==> config.mk <==
export PLATFORM = sky130hd
export DESIGN_NAME = abc_pulse_gen_flat
export DESIGN_NICKNAME = d
export VERILOG_FILES = /design/src/rtl/abc_pulse_gen_if.sv /design/src/rtl/abc_pulse_gen.sv /design/src/flat_wrapper.sv
export SDC_FILE = /design/constraint.sdc
export NUM_CORES = 1
export LEC_CHECK = 0
export ABC_AREA = 1
export BUFFER_PORTS_ARGS = -buffer_cell sky130_fd_sc_hd__buf_2
export CAP_MARGIN = 0
export CORE_ASPECT_RATIO = 1.4
export CORE_MARGIN = 4
export CORE_UTILIZATION = 40
export CTS_CLUSTER_DIAMETER = 50
export DETAILED_ROUTE_END_ITERATION = 8
export SLEW_MARGIN = 20
export SYNTH_ARGS = -nofsm -noshare
export SYNTH_HDL_FRONTEND = slang
export SYNTH_SLANG_ARGS = --single-unit
==> constraint.sdc <==
create_clock -name i_clk -period 2 [get_ports i_clk]
set_input_delay 0.4 -clock i_clk [delete_from_list [all_inputs] [get_ports i_clk]]
set_output_delay 0.4 -clock i_clk [all_outputs]
set_load 0.01 [all_outputs]
==> src/rtl/abc_pulse_gen_if.sv <==
// Pulse-generator control/observation bundle: run controls and counts in,
// detector lines and run status out.
interface abc_pulse_gen_if #(
  parameter int CNT_W = 4,
  parameter int GAP_W = 4
);
  logic             enable;
  logic             start;
  logic [CNT_W-1:0] n_a;
  logic [CNT_W-1:0] n_b;
  logic [CNT_W-1:0] n_c;
  logic [GAP_W-1:0] gap;
  logic             X1;
  logic             X2;
  logic             busy;
  logic             done;

  modport master (
    output enable, start, n_a, n_b, n_c, gap,
    input  X1, X2, busy, done
  );

  modport slave (
    input  enable, start, n_a, n_b, n_c, gap,
    output X1, X2, busy, done
  );
endinterface

==> src/rtl/abc_pulse_gen.sv <==
// Programmable A-only / B-only / coincident pulse source driving the X1/X2
// detector lines, with a fixed low gap after every pulse.
module abc_pulse_gen #(
  parameter int CNT_W = 4,
  parameter int GAP_W = 4
) (
  input  logic             i_clk,
  input  logic             i_reset,
  abc_pulse_gen_if.slave   io_bus
);

  // state    | meaning
  // S_IDLE   | waiting for start with enable high
  // S_EMIT_A | emitting A-only slots (X1=0, X2=1)
  // S_EMIT_B | emitting B-only slots (X1=1, X2=0)
  // S_EMIT_C | emitting coincident slots (X1=1, X2=1)
  // S_DONE   | single completion cycle, done strobe high
  typedef enum logic [2:0] {
    S_IDLE, S_EMIT_A, S_EMIT_B, S_EMIT_C, S_DONE
  } state_t;

  state_t           r_state;
  logic [CNT_W-1:0] r_cnt_a;
  logic [CNT_W-1:0] r_cnt_b;
  logic [CNT_W-1:0] r_cnt_c;
  logic [GAP_W-1:0] r_gap;
  logic [GAP_W-1:0] r_tmr;
  logic             r_x1;
  logic             r_x2;
  logic             r_busy;
  logic             r_done;

  logic             w_slot_end;
  logic             w_last;
  state_t           w_entry;
  state_t           w_after;
  logic [CNT_W-1:0] w_cur_cnt;

  function automatic state_t f_pick(input logic ha, input logic hb, input logic hc);
    if (ha) return S_EMIT_A;
    if (hb) return S_EMIT_B;
    if (hc) return S_EMIT_C;
    return S_DONE;
  endfunction

  function automatic logic [1:0] f_pat(input state_t s);
    case (s)
      S_EMIT_A: return 2'b01;
      S_EMIT_B: return 2'b10;
      S_EMIT_C: return 2'b11;
      default:  return 2'b00;
    endcase
  endfunction

  // Phases with a zero count are skipped by jumping straight past them.
  assign w_entry    = f_pick(io_bus.n_a != '0, io_bus.n_b != '0, io_bus.n_c != '0);
  assign w_slot_end = (r_tmr == r_gap);
  assign w_last     = (w_cur_cnt == CNT_W'(1));

  always_comb begin
    w_after   = S_DONE;
    w_cur_cnt = '0;
    case (r_state)
      S_EMIT_A: begin
        w_after   = f_pick(1'b0, r_cnt_b != '0, r_cnt_c != '0);
        w_cur_cnt = r_cnt_a;
      end
      S_EMIT_B: begin
        w_after   = f_pick(1'b0, 1'b0, r_cnt_c != '0);
        w_cur_cnt = r_cnt_b;
      end
      S_EMIT_C: begin
        w_after   = S_DONE;
        w_cur_cnt = r_cnt_c;
      end
      default: ;
    endcase
  end

  always_ff @(posedge i_clk) begin
    if (i_reset) begin
      r_state <= S_IDLE;
      r_cnt_a <= '0;
      r_cnt_b <= '0;
      r_cnt_c <= '0;
      r_gap   <= '0;
      r_tmr   <= '0;
      r_x1    <= 1'b0;
      r_x2    <= 1'b0;
      r_busy  <= 1'b0;
      r_done  <= 1'b0;
    end else if (io_bus.enable) begin
      r_done <= 1'b0;
      case (r_state)
        S_IDLE: begin
          if (io_bus.start) begin
            r_cnt_a       <= io_bus.n_a;
            r_cnt_b       <= io_bus.n_b;
            r_cnt_c       <= io_bus.n_c;
            r_gap         <= io_bus.gap;
            r_tmr         <= '0;
            r_state       <= w_entry;
            {r_x1, r_x2}  <= f_pat(w_entry);
            r_busy        <= 1'b1;
            r_done        <= (w_entry == S_DONE);
          end
        end
        S_EMIT_A, S_EMIT_B, S_EMIT_C: begin
          if (w_slot_end) begin
            r_tmr <= '0;
            case (r_state)
              S_EMIT_A: r_cnt_a <= r_cnt_a - CNT_W'(1);
              S_EMIT_B: r_cnt_b <= r_cnt_b - CNT_W'(1);
              S_EMIT_C: r_cnt_c <= r_cnt_c - CNT_W'(1);
              default: ;
            endcase
            if (w_last) begin
              r_state      <= w_after;
              {r_x1, r_x2} <= f_pat(w_after);
              r_done       <= (w_after == S_DONE);
            end else begin
              {r_x1, r_x2} <= f_pat(r_state);
            end
          end else begin
            r_tmr        <= r_tmr + GAP_W'(1);
            {r_x1, r_x2} <= 2'b00;
          end
        end
        S_DONE: begin
          r_state <= S_IDLE;
          r_busy  <= 1'b0;
        end
        default: r_state <= S_IDLE;
      endcase
    end
  end

  // Gating instead of clearing keeps a held pulse cycle alive until enable returns.
  assign io_bus.X1   = r_x1 & io_bus.enable;
  assign io_bus.X2   = r_x2 & io_bus.enable;
  assign io_bus.busy = r_busy;
  assign io_bus.done = r_done;

endmodule

==> src/flat_wrapper.sv <==
// flat-port wrapper written by rule: the top's interface ports become plain ports
module abc_pulse_gen_flat 
#(
  parameter int CNT_W = 4,
  parameter int GAP_W = 4
)
  (i_clk, i_reset, io_bus_enable, io_bus_start, io_bus_n_a, io_bus_n_b, io_bus_n_c, io_bus_gap, io_bus_X1, io_bus_X2, io_bus_busy, io_bus_done);
  abc_pulse_gen_if #(.CNT_W(CNT_W), .GAP_W(GAP_W)) io_bus_i ();
  input  logic i_clk;
  input  logic i_reset;
  input wire logic [$bits(io_bus_i.enable)-1:0] io_bus_enable;
  input wire logic [$bits(io_bus_i.start)-1:0] io_bus_start;
  input wire logic [$bits(io_bus_i.n_a)-1:0] io_bus_n_a;
  input wire logic [$bits(io_bus_i.n_b)-1:0] io_bus_n_b;
  input wire logic [$bits(io_bus_i.n_c)-1:0] io_bus_n_c;
  input wire logic [$bits(io_bus_i.gap)-1:0] io_bus_gap;
  output wire logic [$bits(io_bus_i.X1)-1:0] io_bus_X1;
  output wire logic [$bits(io_bus_i.X2)-1:0] io_bus_X2;
  output wire logic [$bits(io_bus_i.busy)-1:0] io_bus_busy;
  output wire logic [$bits(io_bus_i.done)-1:0] io_bus_done;
  assign io_bus_i.enable = io_bus_enable;
  assign io_bus_i.start = io_bus_start;
  assign io_bus_i.n_a = io_bus_n_a;
  assign io_bus_i.n_b = io_bus_n_b;
  assign io_bus_i.n_c = io_bus_n_c;
  assign io_bus_i.gap = io_bus_gap;
  assign io_bus_X1 = io_bus_i.X1;
  assign io_bus_X2 = io_bus_i.X2;
  assign io_bus_busy = io_bus_i.busy;
  assign io_bus_done = io_bus_i.done;
  abc_pulse_gen #(.CNT_W(CNT_W), .GAP_W(GAP_W)) u_core (.i_clk(i_clk), .i_reset(i_reset), .io_bus(io_bus_i));
endmodule
### Word-level counts from Yosys, hierarchy flattened

Index checks and enable logic that the tools add are counted.

* add/subtract/negate cells: 4
* multiply operators: 0
* divide/modulo/power cells: 0
* magnitude comparators: 0
* equality and inequality tests: 20
* shift-type cells: 0
* muxes and demuxes: 62
* bitwise logic cells: 2
* reductions and logical operators: 16

Operators with widths (number)
* $mux 3: 15
* $mux 4: 11
* $pmux 4 s2: 4
* $mux 1: 22
* $reduce_bool 4->1: 5
* $eq 3x2->1 const B: 6
* $pmux 2 s3: 3
* $reduce_and 5->1: 3
* $pmux 3 s2: 2
* $pmux 4 s3: 1
* $sub 4x1->4 const B: 3
* $ne 2x1->1 const B: 5
* $eq 3x1->1 const B: 3
* $eq 3x3->1 const B: 3
* $reduce_and 3->1: 3
* $pmux 1 s2: 4
* $add 4x1->4 const B: 1
* $eq 4x1->1 const B: 1
* $eq 4x4->1: 1
* $reduce_and 4->1: 1
* $reduce_bool 2->1: 2
* $logic_not 3->1: 1
* $reduce_or 3->1: 1
* $and 1x1->1: 2
* $ne 2x2->1 const B: 1

* register bits: 27
* bits in latches: 0
* memory bits (writable): 0
* memory bits (read-only): 0
* input port bits: 20
* output and inout port bits: 4
* memories: 0

### Depth between registers and ports, before layout

* depth after elaboration: 13
* gate-level depth with buffers: 11
* mapped depth without buffers: 11

### Least setup slack after synthesis

Ideal clock, no wire load.

* path type: register to register
* from: register u_core.r_state[2]
* to: register u_core.r_cnt_a[3]
* library setup time: 0.119 ns
* arrival time: 1.273 ns
* slack: 0.608 ns
* cell stages (with the launch flop): 8
* cells stage by stage: dfxtp_1 inv_2 nand2_2 o21ai_2 nor2_4 nand3_4 o21ai_0 a21oi_1

* longest elaborated chain between the ends: 4
* elaborated cells on any way between the ends: 11
* those cells by class: eq/ne: 6; mux: 1; reduce/logical: 4

Ends and longest elaborated chain
* start: declaration: RTL line abc_pulse_gen.sv:22 `state_t r_state;`
* start signal: assignment: RTL line abc_pulse_gen.sv:102 `r_state <= w_entry;`
* start signal: assignment: RTL line abc_pulse_gen.sv:118 `r_state <= w_after;`
* $eq 3x1->1 or $eq 3x2->1 (tied branches): RTL line abc_pulse_gen.sv:94, abc_pulse_gen.sv:111
* $reduce_or 3->1: RTL line abc_pulse_gen.sv:94 `case (r_state)`
* $ne 2x1->1 (no line) or $reduce_bool 2->1 (tied branches)
* $reduce_and 5->1 (no line)
* end signal: assignment: RTL line abc_pulse_gen.sv:97 `r_cnt_a <= io_bus.n_a;`
* end signal: assignment: RTL line abc_pulse_gen.sv:112 `S_EMIT_A: r_cnt_a <= r_cnt_a - CNT_W'(1);`
* end: declaration: RTL line abc_pulse_gen.sv:23 `logic [CNT_W-1:0] r_cnt_a;`

Several ways; a longest one is shown, not always the timed one.
A chain may end at the register's enable or synchronous reset.

### Final worst setup path

* from: register u_core.r_state[1]
* to: register u_core.r_cnt_a[0]

Same word-level chain as after synthesis.

==> out/metrics.cfg <==
[status]
outcome = completed

[clock_network]
clock_path_buffers = 2
ctsHoldBuffers = 0
cts_tree = done
clk_latency_ns = 0.29
clock_sinks = 27
postCtsSetupBuffers = 0
root_buffer = clkbuf_8
numCtsBuffers = 3
clk_pin_slew_ns = 0.11
cts_max_level = 1
post_cts_resized = 0

[synth]
synthTopCellsByArea = dfxtp_1 32%, nand2_1 17%, inv_1 8.3%
yosysTopAreaCell = dfxtp_1
ys_ff_latch = 27
syn_area_per_cell_sq_um = 6.23
ys_types = 24
syn_nets = 300
syn-instance-count = 275
synth_top_area_share_pct = 31.5
yosys_warnings = 0
ys_seq_area_share_pct = 31.5
syn_area_sq_um = 1710

[routing]
wl_per_cell_um = 12.2
route.detailed.drc = 0
drtIter0Drc = 85
vias = 1764
via_per_inst = 5.14
wl_um = 4180
drt_first_pass_iters = 5
drtAntennaViolNets = 0

[hold_path]
min_from = io_bus_gap[0]
hp-class = in2reg
min_delay_path_depth = 3

[worst_setup_path]
crit_type = reg2reg
timing.rr.end = u_core.r_cnt_a[0]$_SDFFE_PP0P_
worstReg2RegStart = u_core.r_state[1]$_SDFFE_PP0P_
startpoint = u_core.r_state[1]$_SDFFE_PP0P_
crit_fanout = 7
crit_top_cell = nand2_1
cpLargestDelayFamily = simple AND/OR/NAND/NOR gates
critPathCapture = u_core.r_cnt_a[0]$_SDFFE_PP0P_
crit_buf_inv = 1
crit_arrival_ns = 2.03
worstRegToRegCells = 8
cpPeakStageDelay_ns = 0.46
cp-end-kind = register
crit_slowest_cell = dfxtp_1
cp.depth = 8
crit_path_start_kind = register
reg2reg_setup_slack_ns = 0.20
path_cells = nor2_1 > nor2_2 > nand2_1 > nand3_4 > inv_2 > nand2_1 > nand2_1 > a21oi_1
worstPathRequired_ns = 2.23

[finish]
antenna_cells = 0
fin_util_pct = 48.2
layout_common_cells = 78 x nand2_1, 37 x inv_1, 27 x o21ai_0, 27 x dfxtp_1, 26 x a21oi_1
fin_nets = 326
layout_commonest_cell = nand2_1
syn_to_final_growth_pct = 13.1
layout-drive-gt1-share_pct = 13.7

[timing]
grt_setup_unrepaired = no
relSlewSlack_pct = 65.6
setup_slack_ns = 0.197
slew_violations = 0
setup_viol = 0
post-route-period-util_pct = 90.1
worst_slew_pin_slew_ns = 0.516
finalSetupTns_ns = 0
skew_ns = 0.00981
fmaxAchievable_mhz = 555
fin_crit_ns = 1.80
hold_violations = 0

[floorplanning]
ioPinCount = 24
core-area_sq_um = 4020
start_util_pct = 42.6
die-area_sq_um = 5410
die-height_um = 85.5
row_count = 27
die_x_um = 63.3

[placed_design]
gp_congestion = 0.906
dp_hpwl_um = 3170
dp_slack_ns = 0.232
io_buffers = 23

[grt]
grt_pass1_vias = 1723
grt_max_degree = 21
grt_pass1_wl_um = 7250
globalRouteTotalUtil_pct = 16.4
antenna_found_initial = 0
gr-total-overflow = 0

[power]
peakVddDrop_uv = 429
p_leak_nw = 0.930
powerDensity_nw_per_um2 = 995

[run]
cap_violations = 0

[how the worst min path moves through the flow]
stage / endpoint
2_1_floorplan: u_core.r_gap[0]$_SDFFE_PP0P_
6_report: u_core.r_gap[0]$_SDFFE_PP0P_
5_1_grt: u_core.r_tmr[1]$_SDFFE_PP0P_
4_1_cts: u_core.r_gap[0]$_SDFFE_PP0P_
3_5_place_dp: u_core.io_bus.done$_SDFFE_PP0P_
3_3_place_gp: u_core.io_bus.done$_SDFFE_PP0P_
[flip-flops by register name, indices dropped and copies added, names as in the netlist, 3 cells and up]
signal          cells
u_core.r_cnt_a      4
u_core.r_state      3
u_core.r_cnt_b      4
u_core.r_gap        4
u_core.r_tmr        4
u_core.r_cnt_c      4
[cell type report]
class / count / area (sq um)
clock inverter: 1 / 7.51
sequential: 27 / 541
tap: 43 / 53.8
multi-input combinational: 202 / 1000
timing repair inverter: 1 / 7.51
inverter: 41 / 158
clock buffer: 3 / 41.3
fill: 426 / 2080
timing repair buffer: 25 / 130
[kinds of logic (layout without fill, tap and decap cells)]
group / count (synthesis) / after routing / synth area share (%)
AO/OA/AOI/OAI: 57 / 57 / 17.2
XOR/XNOR: 4 / 4 / 2.04
adder cells (fa/ha/maj): 5 / 5 / 3.65
buffers and inverters: 46 / 71 / 10.2
flip-flops: 27 / 27 / 31.5
AND/OR/NAND/NOR: 136 / 136 / 35.3
[worst reg2reg max path, cell delays in order, from the launching register on]
cell     delay [ns]
dfxtp_1        0.46
nor2_1         0.12
nor2_2         0.37
nand2_1        0.34
nand3_4        0.19
inv_2          0.05
nand2_1        0.05
nand2_1        0.05
a21oi_1        0.13
[per-layer routing]
metal	up-vias	global-route usage (%)	share of wire, %
li1	931	-	-
met1	773	18.5	44
met2	47	29.6	49
met3	13	2.25	4.4
met4	0	8.25	3.5
met5	-	0	0
[cells in the mapped netlist (all sizes together)]
cell	count
a21oi	26
a31oi	1
and2	1
buf	2
clkbuf	3
dfxtp	27
ha	5
inv	41
nand2	79
nand3	25
nand3b	1
nand4	2
nor2	26
nor3	1
nor3b	1
o21ai	28
o31ai	2
xnor2	3
xor2	1
[report_power, final]
group / total, mW / internal, mW / switching, mW
logic: 0.883 / 0.314 / 0.569
clock network: 0.343 / 0.142 / 0.201
registers: 0.705 / 0.632 / 0.0725
total: 1.93 / 1.09 / 0.842
[per-stage QoR]
step,cells,total power [mW],cell area [sq um],hold WS [ns]
6_report,343,1.93,1940,0.388
5_1_grt,343,2.10,1940,0.412
4_1_cts,342,1.91,1930,0.389
3_5_place_dp,338,1.57,1880,0.467
3_3_place_gp,338,1.57,1880,0.458
2_1_floorplan,275,1.37,1710,0.444
Note: power is estimated with default switching activity, not from simulation.
